===== config.mk =====
export PLATFORM = sky130hd
export DESIGN_NAME = qracc_sequencer
export DESIGN_NICKNAME = d
export VERILOG_FILES = /design/src/rtl/qracc_pkg.sv /design/src/rtl/qracc_sequencer.sv
export SDC_FILE = /design/constraint.sdc
export NUM_CORES = 1
export LEC_CHECK = 0
export ABC_AREA = 1
export BUFFER_PORTS_ARGS = -buffer_cell sky130_fd_sc_hd__buf_4
export CAP_MARGIN = 20
export CORE_AREA = 4 4 340 342
export DETAILED_ROUTE_END_ITERATION = 10
export DIE_AREA = 0 0 344 346
export GPL_TIMING_DRIVEN = 0
export PLACE_DENSITY = 0.38
export SLEW_MARGIN = 15
export SYNTH_ARGS = -nofsm -noshare
export SYNTH_HDL_FRONTEND = slang
export SYNTH_SLANG_ARGS = --single-unit

===== constraint.sdc =====
create_clock -name clk -period 2.65 [get_ports clk]
set_clock_uncertainty 0.05 [all_clocks]
set_input_delay 0.1325 -clock clk [delete_from_list [all_inputs] [get_ports clk]]
set_output_delay 0.1325 -clock clk [all_outputs]
set_load 0.01 [all_outputs]

===== src/rtl/qracc_pkg.sv =====
// qracc_pkg
// Shared types and constants for the QR-ACC compute-in-memory sequencer.
//   seq_state_t          : sequencer FSM states
//   QRACC_DEFAULT_SETTLE : suggested analog settle time in cycles
//   after_write_state()  : where a job goes once its weight rows are loaded
package qracc_pkg;

    localparam int QRACC_DEFAULT_SETTLE = 5;

    typedef enum logic [2:0] {
        IDLE,
        WRITE,
        SETTLE,
        MAC_LOAD,
        MAC_EVAL,
        MAC_OUT,
        DONE
    } seq_state_t;

    // A zero settle count skips SETTLE entirely, and a zero batch count
    // skips the MAC phase, so the exit from the write phase (or from IDLE
    // when no rows are written) depends on both settings.
    function automatic seq_state_t after_write_state(input logic [3:0]  settle,
                                                     input logic [15:0] n_batches);
        if (settle != 4'd0) begin
            return SETTLE;
        end
        if (n_batches != 16'd0) begin
            return MAC_LOAD;
        end
        return DONE;
    endfunction

endpackage


===== src/rtl/qracc_sequencer.sv =====
// qracc_sequencer
// Job sequencer for a charge-domain CIM macro: loads weight rows into the
// SRAM, waits for the array to settle, then runs n_batches bipolar MAC
// evaluations and streams out the per-column ADC codes.
// Ports:
//   clk, nrst                       clock, asynchronous active-low reset
//   start_i, abort_i                job start pulse, synchronous abort
//   cfg_n_wrows_i/n_batches_i/settle_i  job configuration, latched on start
//   w_valid_i/w_ready_o/w_data_i    weight-row stream
//   x_valid_i/x_ready_o/x_p_i/x_n_i bipolar activation stream
//   res_valid_o/res_ready_i/res_data_o  ADC result stream
//   sram_rq_*                       SRAM write request channel
//   mac_en_o, data_p_o, data_n_o, adc_out_i  analog macro interface
//   busy_o, done_o                  status
module qracc_sequencer
    import qracc_pkg::*;
#(
    parameter int numRows    = 128,
    parameter int numCols    = 32,
    parameter int numAdcBits = 4
) (
    input  logic                           clk,
    input  logic                           nrst,
    input  logic                           start_i,
    input  logic                           abort_i,
    input  logic [$clog2(numRows):0]       cfg_n_wrows_i,
    input  logic [15:0]                    cfg_n_batches_i,
    input  logic [3:0]                     cfg_settle_i,
    input  logic                           w_valid_i,
    output logic                           w_ready_o,
    input  logic [numCols-1:0]             w_data_i,
    input  logic                           x_valid_i,
    output logic                           x_ready_o,
    input  logic [numRows-1:0]             x_p_i,
    input  logic [numRows-1:0]             x_n_i,
    output logic                           res_valid_o,
    input  logic                           res_ready_i,
    output logic [numCols*numAdcBits-1:0]  res_data_o,
    output logic                           sram_rq_valid_o,
    output logic                           sram_rq_wr_o,
    output logic [$clog2(numRows)-1:0]     sram_addr_o,
    output logic [numCols-1:0]             sram_wr_data_o,
    input  logic                           sram_rq_ready_i,
    output logic                           mac_en_o,
    output logic [numRows-1:0]             data_p_o,
    output logic [numRows-1:0]             data_n_o,
    input  logic [numCols*numAdcBits-1:0]  adc_out_i,
    output logic                           busy_o,
    output logic                           done_o
);

    localparam int ADDR_W = $clog2(numRows);
    localparam int ROW_W  = ADDR_W + 1;
    localparam int RES_W  = numCols * numAdcBits;

    seq_state_t          state_q, state_d;
    logic [ROW_W-1:0]    n_wrows_q;
    logic [15:0]         n_batches_q;
    logic [3:0]          settle_q;
    logic [ROW_W-1:0]    row_cnt_q;
    logic [15:0]         batch_cnt_q;
    logic [3:0]          settle_cnt_q;
    logic                rq_valid_q;
    logic [ADDR_W-1:0]   rq_addr_q;
    logic [numCols-1:0]  rq_data_q;
    logic [numRows-1:0]  x_p_q;
    logic [numRows-1:0]  x_n_q;
    logic [RES_W-1:0]    res_q;
    logic                abort_hold_q;

    logic w_fire, x_fire, res_fire, rq_fire, abort_req, rq_stuck;

    assign w_fire    = w_valid_i & w_ready_o;
    assign x_fire    = x_valid_i & x_ready_o;
    assign res_fire  = (state_q == MAC_OUT) & res_ready_i;
    assign rq_fire   = rq_valid_q & sram_rq_ready_i;
    // An abort seen while a write is outstanding is remembered until the
    // SRAM accepts that write, so the request is never withdrawn mid-flight.
    assign abort_req = abort_i | abort_hold_q;
    assign rq_stuck  = rq_valid_q & ~sram_rq_ready_i;

    // Next-state and handshake decode. New weight rows and activations are
    // refused while an abort is in progress.
    always_comb begin
        state_d   = state_q;
        w_ready_o = 1'b0;
        x_ready_o = 1'b0;
        mac_en_o  = 1'b0;
        done_o    = 1'b0;
        case (state_q)
            IDLE: begin
                if (start_i) begin
                    if (cfg_n_wrows_i != '0) begin
                        state_d = WRITE;
                    end else begin
                        state_d = after_write_state(cfg_settle_i, cfg_n_batches_i);
                    end
                end
            end
            WRITE: begin
                w_ready_o = ~rq_valid_q & ~abort_req;
                if (rq_fire && (row_cnt_q + ROW_W'(1) == n_wrows_q)) begin
                    state_d = after_write_state(settle_q, n_batches_q);
                end
            end
            SETTLE: begin
                mac_en_o = 1'b1;
                if (settle_cnt_q == settle_q - 4'd1) begin
                    state_d = (n_batches_q != 16'd0) ? MAC_LOAD : DONE;
                end
            end
            MAC_LOAD: begin
                mac_en_o  = 1'b1;
                x_ready_o = ~abort_req;
                if (x_fire) begin
                    state_d = MAC_EVAL;
                end
            end
            MAC_EVAL: begin
                mac_en_o = 1'b1;
                state_d  = MAC_OUT;
            end
            MAC_OUT: begin
                mac_en_o = 1'b1;
                if (res_fire) begin
                    state_d = (batch_cnt_q + 16'd1 == n_batches_q) ? DONE : MAC_LOAD;
                end
            end
            DONE: begin
                done_o  = 1'b1;
                state_d = IDLE;
            end
            default: state_d = IDLE;
        endcase
        if ((state_q != IDLE) && abort_req && !rq_stuck) begin
            state_d = IDLE;
        end
    end

    // State, configuration, counters and datapath registers.
    always_ff @(posedge clk or negedge nrst) begin
        if (!nrst) begin
            state_q      <= IDLE;
            n_wrows_q    <= '0;
            n_batches_q  <= '0;
            settle_q     <= '0;
            row_cnt_q    <= '0;
            batch_cnt_q  <= '0;
            settle_cnt_q <= '0;
            rq_valid_q   <= 1'b0;
            rq_addr_q    <= '0;
            rq_data_q    <= '0;
            x_p_q        <= '0;
            x_n_q        <= '0;
            res_q        <= '0;
            abort_hold_q <= 1'b0;
        end else begin
            state_q      <= state_d;
            abort_hold_q <= (state_q != IDLE) && (state_d != IDLE) && abort_req;
            if ((state_q == IDLE) && start_i) begin
                // Clamp so the row counter never addresses past the array.
                n_wrows_q    <= (cfg_n_wrows_i > ROW_W'(numRows)) ? ROW_W'(numRows)
                                                                  : cfg_n_wrows_i;
                n_batches_q  <= cfg_n_batches_i;
                settle_q     <= cfg_settle_i;
                row_cnt_q    <= '0;
                batch_cnt_q  <= '0;
                settle_cnt_q <= '0;
                x_p_q        <= '0;
                x_n_q        <= '0;
            end
            if (w_fire) begin
                rq_valid_q <= 1'b1;
                rq_addr_q  <= row_cnt_q[ADDR_W-1:0];
                rq_data_q  <= w_data_i;
            end else if (rq_fire) begin
                rq_valid_q <= 1'b0;
                row_cnt_q  <= row_cnt_q + ROW_W'(1);
            end
            if (state_q == SETTLE) begin
                settle_cnt_q <= settle_cnt_q + 4'd1;
            end
            if (x_fire) begin
                x_p_q <= x_p_i;
                x_n_q <= x_n_i;
            end
            if (state_q == MAC_EVAL) begin
                res_q <= adc_out_i;
            end
            if (res_fire) begin
                batch_cnt_q <= batch_cnt_q + 16'd1;
            end
        end
    end

    // Activations only reach the array while the analog path is enabled.
    assign data_p_o        = mac_en_o ? x_p_q : '0;
    assign data_n_o        = mac_en_o ? x_n_q : '0;
    assign res_valid_o     = (state_q == MAC_OUT);
    assign res_data_o      = res_q;
    assign sram_rq_valid_o = rq_valid_q;
    assign sram_rq_wr_o    = rq_valid_q;
    assign sram_addr_o     = rq_addr_q;
    assign sram_wr_data_o  = rq_data_q;
    assign busy_o          = (state_q != IDLE);

endmodule


Yosys cells after proc, flatten, opt, wreduce, memory -nomap -nowiden
Index checks and enable logic that the tools add are counted.
{"block": "totals", "reg_bits": 484, "inputBits": 452, "out_inout_bits": 431, "elab_cells": 111}
{"block": "classes", "addsub": 4, "n_lt_le_gt_ge": 1, "eq_ne": 9, "n_mux": 53, "bitwise_logic": 10, "n_reduce_logical": 20}
{"cell": "128-bit 2-to-1 mux", "count": 5}
{"cell": "3-bit 2-to-1 mux", "count": 17}
{"cell": "16-bit 2-to-1 mux", "count": 2}
{"cell": "8-bit 2-to-1 mux", "count": 4}
{"cell": "16-bit nonzero test", "count": 2}
{"cell": "1-bit 2-to-1 mux", "count": 22}
{"cell": "3-bit case mux with 6 select lines", "count": 1}
{"cell": "16-bit by 1-bit adder with 16-bit output, second input constant", "count": 1}
{"cell": "16-bit == test", "count": 1}
{"cell": "3-bit == test, second input constant", "count": 3}
{"cell": "8-bit by 1-bit adder with 8-bit output, second input constant", "count": 1}
{"cell": "8-bit == test", "count": 1}
{"cell": "8-bit greater-than comparator, second input constant", "count": 1}
{"cell": "4-bit 2-to-1 mux", "count": 2}
{"cell": "2-bit nonzero test", "count": 4}
{"cell": "4-bit nonzero test", "count": 2}
{"cell": "8-bit nonzero test", "count": 1}
{"cell": "1-bit AND", "count": 6}
{"cell": "3-bit by 2-bit == test with 1-bit output, second input constant", "count": 2}
{"cell": "1-bit logical AND", "count": 6}
{"cell": "3-bit nonzero test", "count": 2}
{"cell": "4-bit by 1-bit adder with 4-bit output, second input constant", "count": 1}
{"cell": "4-bit == test", "count": 1}
{"cell": "4-bit OR reduction", "count": 1}
{"cell": "other kinds (6)", "count": 8}

Logic depth before layout (Yosys ltp)
{"block": "logic_depth", "word_depth": 18, "depth_mapped": 17, "mapped_depth_nobuf": 17}

Worst setup path before layout
OpenSTA, ideal clock, no wires.
{"block": "synth_timing", "kind": "reg-to-reg", "start": "register abort_hold_q", "end": "register rq_data_q[17] (netlist: sram_wr_data_o[17])", "setup_ps": 125, "t_arrival_ps": 1722, "required_ps": 2475, "setup_slack_ps": 753, "stages_incl_launch_ff": 7, "path_buffers": 2, "cell_sequence": "dfrtp_1 or2_2 nor4_2 nand2_1 buf_2 buf_2 mux2_2"}
{"block": "synth_between", "elab_chain_cells": 5}
{"item": "from (decl)", "line_no": "qracc_sequencer.sv:69", "text": "logic abort_hold_q;"}
{"item": "from (signal assigned)", "line_no": "qracc_sequencer.sv:159", "text": "abort_hold_q <= (state_q != IDLE) && (state_d != IDLE) && abort_req;"}
{"item": "1-bit bitwise OR", "line_no": "qracc_sequencer.sv:79", "text": "assign abort_req = abort_i | abort_hold_q;"}
{"item": "1-bit NOT", "line_no": "qracc_sequencer.sv:101", "text": "w_ready_o = ~rq_valid_q & ~abort_req;"}
{"item": "1-bit AND", "line_no": "qracc_sequencer.sv:101"}
{"item": "1-bit 2-to-1 mux", "line_no": "qracc_sequencer.sv:90", "text": "case (state_q)"}
{"item": "named net w_ready_o", "line_no": "qracc_sequencer.sv:30", "text": "output logic w_ready_o,"}
{"item": "1-bit AND", "line_no": "qracc_sequencer.sv:73", "text": "assign w_fire = w_valid_i & w_ready_o;"}
{"item": "to (signal assigned)", "line_no": "qracc_sequencer.sv:175", "text": "rq_data_q <= w_data_i;"}
{"item": "to (decl)", "line_no": "qracc_sequencer.sv:65", "text": "logic [numCols-1:0] rq_data_q;"}
The timed path passes the listed nets, and every way through them passes these cells.
A chain may end at the register's enable or synchronous reset.

Worst setup path in the final report
{"block": "layout_timing", "start": "register state_q[0]", "end": "output data_p_o[122]"}
{"block": "layout_between", "elab_chain_cells": 4}
{"item": "from (decl)", "line_no": "qracc_sequencer.sv:56", "text": "seq_state_t state_q, state_d;"}
{"item": "from (signal assigned)", "line_no": "qracc_sequencer.sv:158", "text": "state_q <= state_d;"}
{"item": "3-bit == test / 3-bit by 2-bit == test with 1-bit output (equally long branches)", "line_no": "qracc_sequencer.sv:90"}
{"item": "4-bit OR reduction (no line) (*)"}
{"item": "1-bit 2-to-1 mux (*)", "line_no": "qracc_sequencer.sv:90"}
{"item": "128-bit 2-to-1 mux (*)", "line_no": "qracc_sequencer.sv:197", "text": "assign data_p_o = mac_en_o ? x_p_q : '0;"}
{"item": "to (decl)", "line_no": "qracc_sequencer.sv:45", "text": "output logic [numRows-1:0] data_p_o,"}
Mark *: on every way between the ends. The rest lies on a longest branch, timed or not.

==> summary.md <==
| Metric | Value |
|---|---|
| Status | `completed` |
| Max clock buf depth | `3` |
| First drt pass iteration count | `5` |
| Mapped Area | `20900 um^2` |
| Slew @ Worst Pin | `0.9010 ns` |
| First-pass GRT wire length | `152400 um` |
| Critical Path End Type | `primary output` |
| Mean Syn Cell Area | `a little over 8 um^2` |
| Max Freq | `381.2 MHz` |
| DP Cell Count | `approximately 4.9k` |
| Slew Viols, Final | `0` |
| Post-Route WL | `105900 um` |
| Die area | `119000 um^2` |
| Initial DRC Count | `between 1k and 1.5k` |
| Final Setup Violations | `0` |
| Std-Cell Rows | `123` |
| Reg2reg end | `abort_hold_q$_DFF_PN0_` |
| Synth cell types | `35` |
| Critical Path Start Type | `register` |
| Core area | `~110000 um^2` |
| Flop2flop setup slack | `0.18 ns` |
| CP Class | `reg2out` |
| Layout fillers | `12.03k` |
| Count leader, synth | `nand2_1` |
| CP arrival | `around 2.4 ns` |
| Worst-path clk slew | `0.06 ns` |
| Syn Nets | `2988` |
| GPL Wtd Cong | `roughly 0.87` |
| Chip height | `346 um` |
| Vias in the first global route | `22.76k` |
| Final Hold Viols | `0` |
| Endpoint, Worst Hold | `n_wrows_q[7]$_DFFE_PN0P_` |
| TritonCTS Buffers | `61` |
| Average wire per standard cell | `~19 um` |
| Period Utilization, post-route | `0.9900` |
| Pre-CTS setup slack | `-0.8994 ns` |
| PortBufs | `882` |
| RSZ-0062 raised after global routing | `yes` |
| Layout cells sized above 1 | `0.2994` |
| Final Util | `0.3292` |
| Post-synthesis sequential area ratio | `0.5795` |
| Initial core utilization | `0.1860` |
| Die X | `344 um` |
| Power per cell area | `about 620 nW/um^2` |
| Syn Inst Count | `2532` |
| MaxCap Viol Count | `0` |
| Post-synth EDFFs | `0` |
| Clk_lat worst skew | `0.64 ns` |
| Clk root buf | `clkbuf_16` |
| CTS tree | `yes` |
| Area growth syn-to-layout | `76.99%` |
| Setup TNS | `0 ns` |
| Top cells by count, synth | `806 x nand2_1, 484 x dfrtp_1, 338 x inv_1, 299 x o21ai_0, 293 x nor2_1` |
| Worst setup margin | `0.02648 ns` |
| Num Clock Sinks | `a little under 500` |
| HP Start | `start_i` |
| Grt total ovfl | `0` |
| Worst r2r src | `state_q[2]$_DFF_PN0_` |
| Synth top area share | `0.5795` |
| Largest net degree at the start of global routing | `87` |
| Post-synth ARST share | `1.000` |
| Final min period | `2.624 ns` |
| Layout Nets | `4408` |
| Reg2Reg Depth | `13` |
| Non-Filler Instances | `5507` |
| Synth warn | `0` |
| Vias | `21.65k` |
| Top-level port count | `883` |
| Remaining DRCs | `0` |
| Post-synth top area cell | `dfrtp_1` |
| Yosys reg bits | `roughly 480` |
| Multi-input combinational cell area | `7224 um^2` |
| Hpwl dp | `82080 um` |
| Synth top area cells | `dfrtp_1 58%, nand2_1 14%, o21ai_0 7.2%` |
| Hold depth | `4` |
| Min-delay worst type | `in2reg` |
| LEAKAGE | `~17 nW` |
| Worst Path Required | `2.47 ns` |
| Number of H-tree levels | `2` |
| Post-detailed-route count of antenna-violating nets | `0` |
| Total Routing Usage GR | `0.1708` |
| Worst-path maximum fanout | `11` |
| Predominant post-synthesis flop cell | `dfrtp_1` |
| Peak supply drop | `0.0004793 V` |
| FF+latch area | `roughly 12000 um^2` |
| Slew HR | `0.3994` |
| Initial antenna violation count | `13` |
| DR vias/cell | `3.931` |
==> layout make-up <==
cell class	count	area share
diodes	9	0.0006089
plain buffers	127	0.02236
clock buffers	98	0.05105
clock inverters	11	0.004364
inverters	341	0.03474
multi-input cells	1580	0.1953
flip-flops and latches	484	0.3275
well taps	1500	0.05074
repair buffers	1357	0.3133
==> sequential cells by signal, summed over array words and instances, names as in the netlist <==
name and cells:
n_wrows_q 8, sram_wr_data_o 32, batch_cnt_q 16, settle_q 4
sram_addr_o 7, res_data_o 128, state_q 3, settle_cnt_q 4
sram_rq_valid_o 1, abort_hold_q 1, x_p_q 128, n_batches_q 16
x_n_q 128, row_cnt_q 8
==> power by group <==
group          leakage (nW)  switching [mW]  internal, mW
combinational          10.0            2.99          2.64
clock                  1.01            3.48          5.20
sequential             6.02           0.503          8.21
==> metal layers <==
layer / up-vias / track usage / part of all wire
li1: 10600 / - / -
met1: 10210 / 0.2123 / 0.42
met2: 682 / 0.2858 / 0.47
met3: 151 / 0.04759 / 0.074
met4: 8 / 0.05565 / 0.032
met5: - / 0 / 0.00045
==> placed cells by master, fill, tap and decap left out, types with 5 or more instances in the layout <==
| cell type | instances |
|---|---|
| buf_12 | 7 |
| buf_16 | 7 |
| buf_2 | 40 |
| buf_4 | 880 |
| buf_6 | 26 |
| buf_8 | 7 |
| clkbuf_1 | 56 |
| clkbuf_16 | 66 |
| clkbuf_2 | 14 |
| clkbuf_4 | 5 |
| clkbuf_8 | 19 |
| clkinv_2 | 5 |
| dfrtp_1 | 482 |
| diode_2 | 9 |
| dlygate4sd3_1 | 452 |
| inv_1 | 335 |
| inv_2 | 5 |
| mux2_2 | 32 |
| nand2_1 | 802 |
| nand2_2 | 7 |
| nand3_1 | 65 |
| nand4_1 | 17 |
| nor2_1 | 243 |
| nor2_2 | 30 |
| nor2_4 | 25 |
| nor3_1 | 5 |
| o21ai_0 | 299 |
| o22ai_1 | 14 |
| xnor2_1 | 8 |
| xor2_1 | 5 |
==> worst max path at each step <==
stage,from,endpoint,slack (ns),depth (start not counted)
final,state_q[0]$_DFF_PN0_,data_p_o[122],0.03,10
after global placement,nrst,x_n_q[2]$_DFFE_PN0P_,-4.71,1
after detailed placement,state_q[0]$_DFF_PN0_,data_p_o[122],-0.90,9
after floorplan,abort_hold_q$_DFF_PN0_,sram_wr_data_o[17]$_DFFE_PN0P_,0.75,6
after global routing,state_q[0]$_DFF_PN0_,data_p_o[122],-0.07,10
after CTS,state_q[1]$_DFF_PN0_,data_p_o[122],-0.06,10
==> per-stage QoR <==
| step | instance area, um^2 | hold WS [ns] | total power, mW |
|---|---|---|---|
| global route | 36980 | 0.1421 | 24.27 |
| CTS | 36730 | 0.05916 | 23.37 |
| detailed placement | 29590 | -0.001654 | 13.60 |
| finish | 36990 | 0.1279 | 23.02 |
| global placement | 29400 | 0.2758 | 13.57 |
| floorplan | 20900 | -0.2131 | 10.94 |
==> repair_timing <==
action / CTS / global route
hold buffers: 453 / 0
setup buffers: 10 / 4
pin swaps: 7 / 7
setup endpoints to repair: 527 / 223
hold endpoints to repair: 636 / 0
cloned: 1 / 1
resized for setup: 133 / 78
==> critical path, stage by stage, from the launching register on <==
cell and delay [ns]:
dfrtp_2 0.46, nor2_4 0.13, nand2_4 0.10, inv_6 0.09, nor3_4 0.05, buf_12 0.13
buf_12 0.14, clkbuf_16 0.18, buf_16 0.17, nor2_4 0.18, buf_6 0.13
==> logic make-up (layout without fill, tap and decap cells) <==
family	after synthesis	in the layout	share of synthesized area
and+or+nand+nor	1208	1208	0.2280
DFF	484	484	0.5795
buffers and inverters	468	1934	0.08807
AOI/OAI and AO/OA	323	323	0.07927
muxes	32	32	0.01724
xor gates and xnor gates	13	13	0.005448
adders and majority gates	4	4	0.002395
other	0	9	0
Note: power is estimated with default switching activity, not from simulation.
